`config.mk`:
```
export PLATFORM = sky130hd
export DESIGN_NAME = exmem_pipe_reg
export DESIGN_NICKNAME = d
export VERILOG_FILES = /design/src/rtl/exmem_pipe_reg.sv
export SDC_FILE = /design/constraint.sdc
export NUM_CORES = 1
export LEC_CHECK = 0
export CAP_MARGIN = 20
export CORE_UTILIZATION = 46
export CTS_CLUSTER_SIZE = 12
export DETAILED_ROUTE_END_ITERATION = 8
export PLACE_DENSITY = 0.76
export RECOVER_POWER = 25
export REMOVE_ABC_BUFFERS = 1
export SKIP_CTS_REPAIR_TIMING = 1
export SLEW_MARGIN = 20
export SYNTH_ARGS = -nofsm -noshare
export SYNTH_HDL_FRONTEND = slang
export SYNTH_SLANG_ARGS = --single-unit
```
`constraint.sdc`:
```
create_clock -name clk_i -period 9.2 [get_ports clk_i]
set_input_delay 1.38 -clock clk_i [delete_from_list [all_inputs] [get_ports clk_i]]
set_output_delay 1.38 -clock clk_i [all_outputs]
set_load 0.03 [all_outputs]
```
`src/rtl/exmem_pipe_reg.sv`:
```
// EX->MEM pipeline stage register: valid/ready handshake, synchronous flush,
// optional 2-entry skid buffer, and forwarding/load-use info back to EX.
module exmem_pipe_reg #(
  parameter int unsigned ADDR_WIDTH    = 32,
  parameter int unsigned DATA_WIDTH    = 32,
  parameter int unsigned REG_IDX_WIDTH = 5,
  parameter int unsigned SKID          = 1,
  parameter logic [ADDR_WIDTH-1:0] PC_ADDR = ADDR_WIDTH'(32'h8000_0000)
) (
  input  logic                       clk_i,
  input  logic                       rst_i,
  input  logic                       flush,
  input  logic                       in_valid,
  output logic                       in_ready,
  input  logic [ADDR_WIDTH-1:0]      PC_in,
  input  logic [ADDR_WIDTH-1:0]      Next_PC_in,
  input  logic [DATA_WIDTH-1:0]      ALU_in,
  input  logic [DATA_WIDTH-1:0]      reg_b_in,
  input  logic [REG_IDX_WIDTH-1:0]   rd_in,
  input  logic                       mem_re_in,
  input  logic                       mem_we_in,
  input  logic [DATA_WIDTH/8-1:0]    mem_sel_in,
  input  logic                       wb_en_in,
  output logic                       out_valid,
  input  logic                       out_ready,
  output logic [ADDR_WIDTH-1:0]      PC_out,
  output logic [ADDR_WIDTH-1:0]      Next_PC_out,
  output logic [DATA_WIDTH-1:0]      ALU_out,
  output logic [DATA_WIDTH-1:0]      reg_b_out,
  output logic [REG_IDX_WIDTH-1:0]   rd_out,
  output logic                       mem_re_out,
  output logic                       mem_we_out,
  output logic [DATA_WIDTH/8-1:0]    mem_sel_out,
  output logic                       wb_en_out,
  output logic                       fwd_valid,
  output logic [REG_IDX_WIDTH-1:0]   fwd_rd,
  output logic                       load_pending
);

  localparam int unsigned SEL_WIDTH = DATA_WIDTH / 8;

  typedef struct packed {
    logic [ADDR_WIDTH-1:0]    pc;
    logic [ADDR_WIDTH-1:0]    next_pc;
    logic [DATA_WIDTH-1:0]    alu;
    logic [DATA_WIDTH-1:0]    reg_b;
    logic [REG_IDX_WIDTH-1:0] rd;
    logic                     mem_re;
    logic                     mem_we;
    logic [SEL_WIDTH-1:0]     mem_sel;
    logic                     wb_en;
  } entry_t;

  localparam entry_t RST_ENTRY = '{
    pc:      PC_ADDR,
    next_pc: PC_ADDR,
    alu:     '0,
    reg_b:   '0,
    rd:      '0,
    mem_re:  1'b0,
    mem_we:  1'b0,
    mem_sel: '0,
    wb_en:   1'b0
  };

  typedef enum logic [1:0] {
    ST_EMPTY = 2'd0,
    ST_ONE   = 2'd1,
    ST_TWO   = 2'd2
  } state_t;

  state_t state_q;
  entry_t head_q;
  entry_t skid_q;
  entry_t in_entry;
  logic   accept;
  logic   pop;

  always_comb begin
    in_entry         = RST_ENTRY;
    in_entry.pc      = PC_in;
    in_entry.next_pc = Next_PC_in;
    in_entry.alu     = ALU_in;
    in_entry.reg_b   = reg_b_in;
    in_entry.rd      = rd_in;
    in_entry.mem_re  = mem_re_in;
    in_entry.mem_we  = mem_we_in;
    in_entry.mem_sel = mem_sel_in;
    in_entry.wb_en   = wb_en_in;
  end

  // Skid build: in_ready comes straight from state; single-register build
  // lets a popping head take a new entry in the same cycle.
  assign out_valid = (state_q != ST_EMPTY);
  assign in_ready  = (SKID != 0) ? (state_q != ST_TWO)
                                 : ((state_q == ST_EMPTY) | out_ready);
  assign accept    = in_valid & in_ready;
  assign pop       = out_valid & out_ready;

  always_ff @(posedge clk_i or posedge rst_i) begin
    if (rst_i) begin
      state_q <= ST_EMPTY;
      head_q  <= RST_ENTRY;
      skid_q  <= RST_ENTRY;
    end else if (flush) begin
      state_q <= ST_EMPTY;
    end else begin
      case (state_q)
        ST_EMPTY: begin
          if (accept) begin
            head_q  <= in_entry;
            state_q <= ST_ONE;
          end
        end
        ST_ONE: begin
          if (accept && pop) begin
            head_q <= in_entry;
          end else if (accept) begin
            skid_q  <= in_entry;
            state_q <= ST_TWO;
          end else if (pop) begin
            state_q <= ST_EMPTY;
          end
        end
        ST_TWO: begin
          if (pop) begin
            head_q  <= skid_q;
            state_q <= ST_ONE;
          end
        end
        default: state_q <= ST_EMPTY;
      endcase
    end
  end

  // Control bits are gated so MEM never sees an access from a bubble.
  assign PC_out       = head_q.pc;
  assign Next_PC_out  = head_q.next_pc;
  assign ALU_out      = head_q.alu;
  assign reg_b_out    = head_q.reg_b;
  assign rd_out       = head_q.rd;
  assign mem_sel_out  = head_q.mem_sel;
  assign mem_re_out   = out_valid & head_q.mem_re;
  assign mem_we_out   = out_valid & head_q.mem_we;
  assign wb_en_out    = out_valid & head_q.wb_en;

  assign fwd_rd       = head_q.rd;
  assign fwd_valid    = out_valid & head_q.wb_en & ~head_q.mem_re & (head_q.rd != '0);
  assign load_pending = out_valid & head_q.mem_re & (head_q.rd != '0);

endmodule

```
# ---- Word-level counts from Yosys, hierarchy flattened
# Index checks and enable logic that the tools add are counted.
dict set report totals {
  out_inout_bits 149
  word_cells 59
  register_bits 282
}
dict set report classes {
  bitwise 11
  n_reduce_logical 8
  muxes 11
  eq_ne 10
}
# op count
set ops {}
lappend ops {{$mux 140} 3}
lappend ops {{$pmux 140 s3} 1}
lappend ops {{$mux 2} 6}
lappend ops {{$ne 3x3->1 const B} 3}
lappend ops {{$and 1x1->1} 8}
lappend ops {{$ne 2x2->1 const B} 4}
lappend ops {{$reduce_and 4->1} 2}
lappend ops {{$pmux 2 s3} 1}
lappend ops {{$reduce_and 5->1} 1}
lappend ops {{$reduce_bool 5->1} 1}
lappend ops {{$ne 4x4->1 const B} 1}
lappend ops {{$not 1->1} 3}
lappend ops {{$reduce_bool 3->1} 1}
lappend ops {{$eq 2x1->1 const B} 1}
lappend ops {{$eq 2x2->1 const B} 1}
lappend ops {{$logic_not 2->1} 1}
lappend ops {{$reduce_bool 2->1} 1}
lappend ops {{$logic_and 1x1->1} 1}

# ---- Logic depth before layout (Yosys ltp)
dict set report depth {
  depth_word 7
  mapped_depth 6
  mapped_depth_nobuf 4
}

# ---- Worst setup path before layout
# OpenSTA, ideal clock, no wires.
dict set report synth_timing {
  kind {register to output}
  start {register state_q[0]}
  end {output fwd_valid}
  arrival_ps 1802
  n_path_buf 0
  path_stages_with_launch 4
  t_required_ps 7820
  path_slack_ps 6018
  cell_sequence {dfrtp_1 nor2_1 nor2b_1 nor3b_1}
}
dict set report synth_via {
  elab_chain_cells 4
}
# element line_no
set synth_lines {}
lappend synth_lines {{from (decl)} 72} ;# state_t state_q;
lappend synth_lines {{from (signal assigned)} 102} ;# state_q <= ST_EMPTY;
lappend synth_lines {{from (signal assigned)} 106} ;# state_q <= ST_EMPTY;
lappend synth_lines {{from (signal assigned)} 112} ;# state_q <= ST_ONE;
lappend synth_lines {{$reduce_bool 2->1} 94} ;# assign out_valid = (state_q != ST_EMPTY);
lappend synth_lines {{$and 1x1->1} --}
lappend synth_lines {{via wb_en_out} 34} ;# output logic wb_en_out,
lappend synth_lines {{$and 1x1->1 (2 in series)} 148} ;# assign fwd_valid = out_valid & head_q.wb_en & ~head_q.mem_re & (head_q.rd != '0);
lappend synth_lines {{to (decl)} 35} ;# output logic fwd_valid,
# The timed path passes the listed nets, and every way through them passes these cells.

# ---- Worst setup path after layout
dict set report layout_timing {
  start {input in_valid}
  end {register skid_q[26] (netlist bit)}
}
dict set report layout_via {
  elab_chain_cells 4
}
# element line_no
set layout_lines {}
lappend layout_lines {{from (decl)} 13} ;# input logic in_valid,
lappend layout_lines {{$and 1x1->1 (*)} 97} ;# assign accept = in_valid & in_ready;
lappend layout_lines {{$logic_and 1x1->1} 116} ;# if (accept && pop) begin
lappend layout_lines {{$not 1->1 (no source line)} --}
lappend layout_lines {{$reduce_and 4->1 (no source line) (*)} --}
lappend layout_lines {{to (signal assigned)} 119} ;# skid_q <= in_entry;
lappend layout_lines {{to (decl)} 74} ;# entry_t skid_q;
# Every way passes the cells marked *; elsewhere a longest branch is shown, timed or not.
# A chain may end at the register's enable or synchronous reset.

==> metrics.cfg <==
[logic_synthesis]
synth_top_area_share_pct=51.5
avgSynthCellArea_um2=14.8
synth-compound-area-share_pct=0.241
ys_types=25
netlist_area_mm2=0.0135
synth-warning-count=0
synth_area_leaders=dfrtp_1 51%, mux2_2 31%, buf_4 7.9%
synth_mux_area_share_pct=36.2
synth.yosys.seq_area_share_pct=52.3
synth_top_family_by_area=multiplexers
synth_top_area_cell=dfrtp_1
synth_adder_area_share_pct=0
synth_xor_area_share_pct=0
synth-seq-cells=282
netlist_instances=914
synthSimpleGateAreaFrac_pct=0.750

[route]
first_pass_iters=4
vias=7263
drcViolationCount=0
ant_nets=0
via_per_inst=4.95
drt_wl_total_um=26300
wl_per_cell_um=17.9
dr.first_iter.drc_count=290

[sta]
tns_ps=0
fmax_mhz=155
worst_pin_slew_ps=4880
fin_crit_sh_pct=70.3
hold_viol_final=0
rsz0062_at_grt=no
slew_headroom_pct=-227
fin_skew_ps=4.62
worst_slack_ps=2730
period_needed_ps=6470
holdWs_ps=488
slew_violations=179
setup_viol=0

[cts]
cts_tree=built
cts_buffers=31
clock-sinks=282
root_buffer=clkbuf_16
clock_latency_ps=540
cts_max_level=1
clkTransAtPathRegs_ps=60
cts_max_path_buffers=3

[global_routing]
grt_usage_pct=17.6
grt_pass1_wl_um=43000
use_met2_pct=29.5
antenna_found_initial=0
use_met3_pct=3.77
grt_max_degree=175
grt_overflow=0
grtUsageMet1_pct=23.0
top_usage_layer=met2
grt_pass1_vias=7871

[power]
irDropWorstVdd_uv=160
power.leakage_nw=7.00
p_per_area_mw_per_mm2=241

[hold_path]
holdCritStartpoint=ALU_out[2]$_DFFE_PP0P_
holdPathStages=1
hold_class=flip-flop to flip-flop
min_to=ALU_out[2]$_DFFE_PP0P_

[setup_path]
worstPathMaxFanout=72
startpoint=in_valid
cp_num_buf_inv=3
max_stage_delay_ps=2970
cp.required_ps=9630
critPathCaptureType=flip-flop
cp_top_family=buffers and inverters
ff2ff_path_depth=5
crit_type=input pin to flip-flop
path_cells=dlygate4sd3_1 > nor2b_1 > nand3_4 > clkbuf_1 > buf_4 > mux2_2
r2r-start=state_q[1]$_DFFE_PP0P_
cp_data_arrival_time_ps=6900
critical-path-slowest-cell=clkbuf_1
regToRegEndpoint=skid_q[26]$_DFFE_PP0P_
reg2reg_slack_ps=3780
cp-start-kind=input pin

[final_layout]
fin_nets=1206
seq_area_mm2=0.00706
multi_input_area_mm2=0.00505
final_cell_mix=367 x mux2_2, 278 x dfrtp_1, 266 x clkdlybuf4s50_1
syn_to_final_growth_pct=23.3
antenna_cells=0
fillers=2278
drive_gt1_share_pct=43.4
postLayoutCellArea_mm2=0.0167
fin_cells=1468
final_common_cell=mux2_2

[floorplanning]
die_area_mm2=0.0301
dieWidth_um=173
core_mm2=0.0288
start_util_pct=46.9
ios=294
rows=62
die_height_um=173

[status]
status=complete, but fails checks
violations=capacitance limit, slew limit

[placed_design]
pre_cts_slack_ps=4740
dpl_cell_area_mm2=0.0156
dp_cells=1411
hpwlAfterDp_um=16600
io_buffers=293
gp_congestion=0.747

[job]
max-cap-violations=2

==> power breakdown <==
| part | internal [mW] | leakage [nW] | switching [mW] |
|---|---|---|---|
| registers | 1.55 | 3.38 | 0.151 |
| clock network | 0.769 | 0.510 | 0.488 |
| logic | 0.554 | 3.11 | 0.505 |
| total | 2.87 | 7.00 | 1.14 |
==> routing by layer <==
layer / share of wire [%] / vias to the layer above
met4: 2.9 / 0
met3: 5.4 / 44
li1: - / 3356
met1: 43 / 3685
met5: 0 / -
met2: 49 / 178
==> worst max path at each step <==
stage | endpoint | slack (ps) | depth (start not counted)
after CTS | in_ready | 4840 | 4
final | skid_q[26]$_DFFE_PP0P_ | 2730 | 6
after detailed placement | skid_q[26]$_DFFE_PP0P_ | 4740 | 6
after floorplan | ALU_out[0]$_DFFE_PP0P_ | 50 | 1
after global routing | skid_q[17]$_DFFE_PP0P_ | 2360 | 6
after global placement | skid_q[34]$_DFFE_PP0P_ | 4740 | 6
==> logic make-up after synthesis <==
kind of cell           after synthesis
AO/OA/AOI/OAI                        4
buffers and inverters              190
flip-flops                         282
multiplexers                       421
AND/OR/NAND/NOR                     17
==> metrics by stage <==
stage / util (%) / total power [mW]
after floorplan: - / 2.36
after global placement: 54.2 / 2.76
after detailed placement: 54.2 / 2.79
after CTS: 57.8 / 4.08
after global routing: 57.9 / 4.21
final: 57.9 / 4.02
==> cells in the mapped netlist (all sizes together) <==
cell,instances
a21oi,2
buf,186
clkbuf,1
dfrtp,278
dfstp,4
inv,3
mux2,420
mux2i,1
nand2,1
nand3,1
nand4bb,1
nor2,4
nor2b,6
nor3,1
nor3b,1
o21ba,1
o31ai,1
or3b,1
or4,1
==> sequential cells by signal, summed over array words and instances, names as in the netlist <==
name         flops
state_q          2
ALU_out         32
head_q           3
reg_b_out       32
mem_sel_out      4
Next_PC_out     32
PC_out          32
fwd_rd           5
skid_q         140
==> area by class of cell <==
type	count	area share, %
flip-flops and latches	282	42.4
repair buffers	301	18.1
clock buffers	46	5.29
well taps	384	2.88
inverters	3	0.0901
clock inverters	10	0.901
multi-input cells	442	30.3
Power figures use the tool's default switching activity.
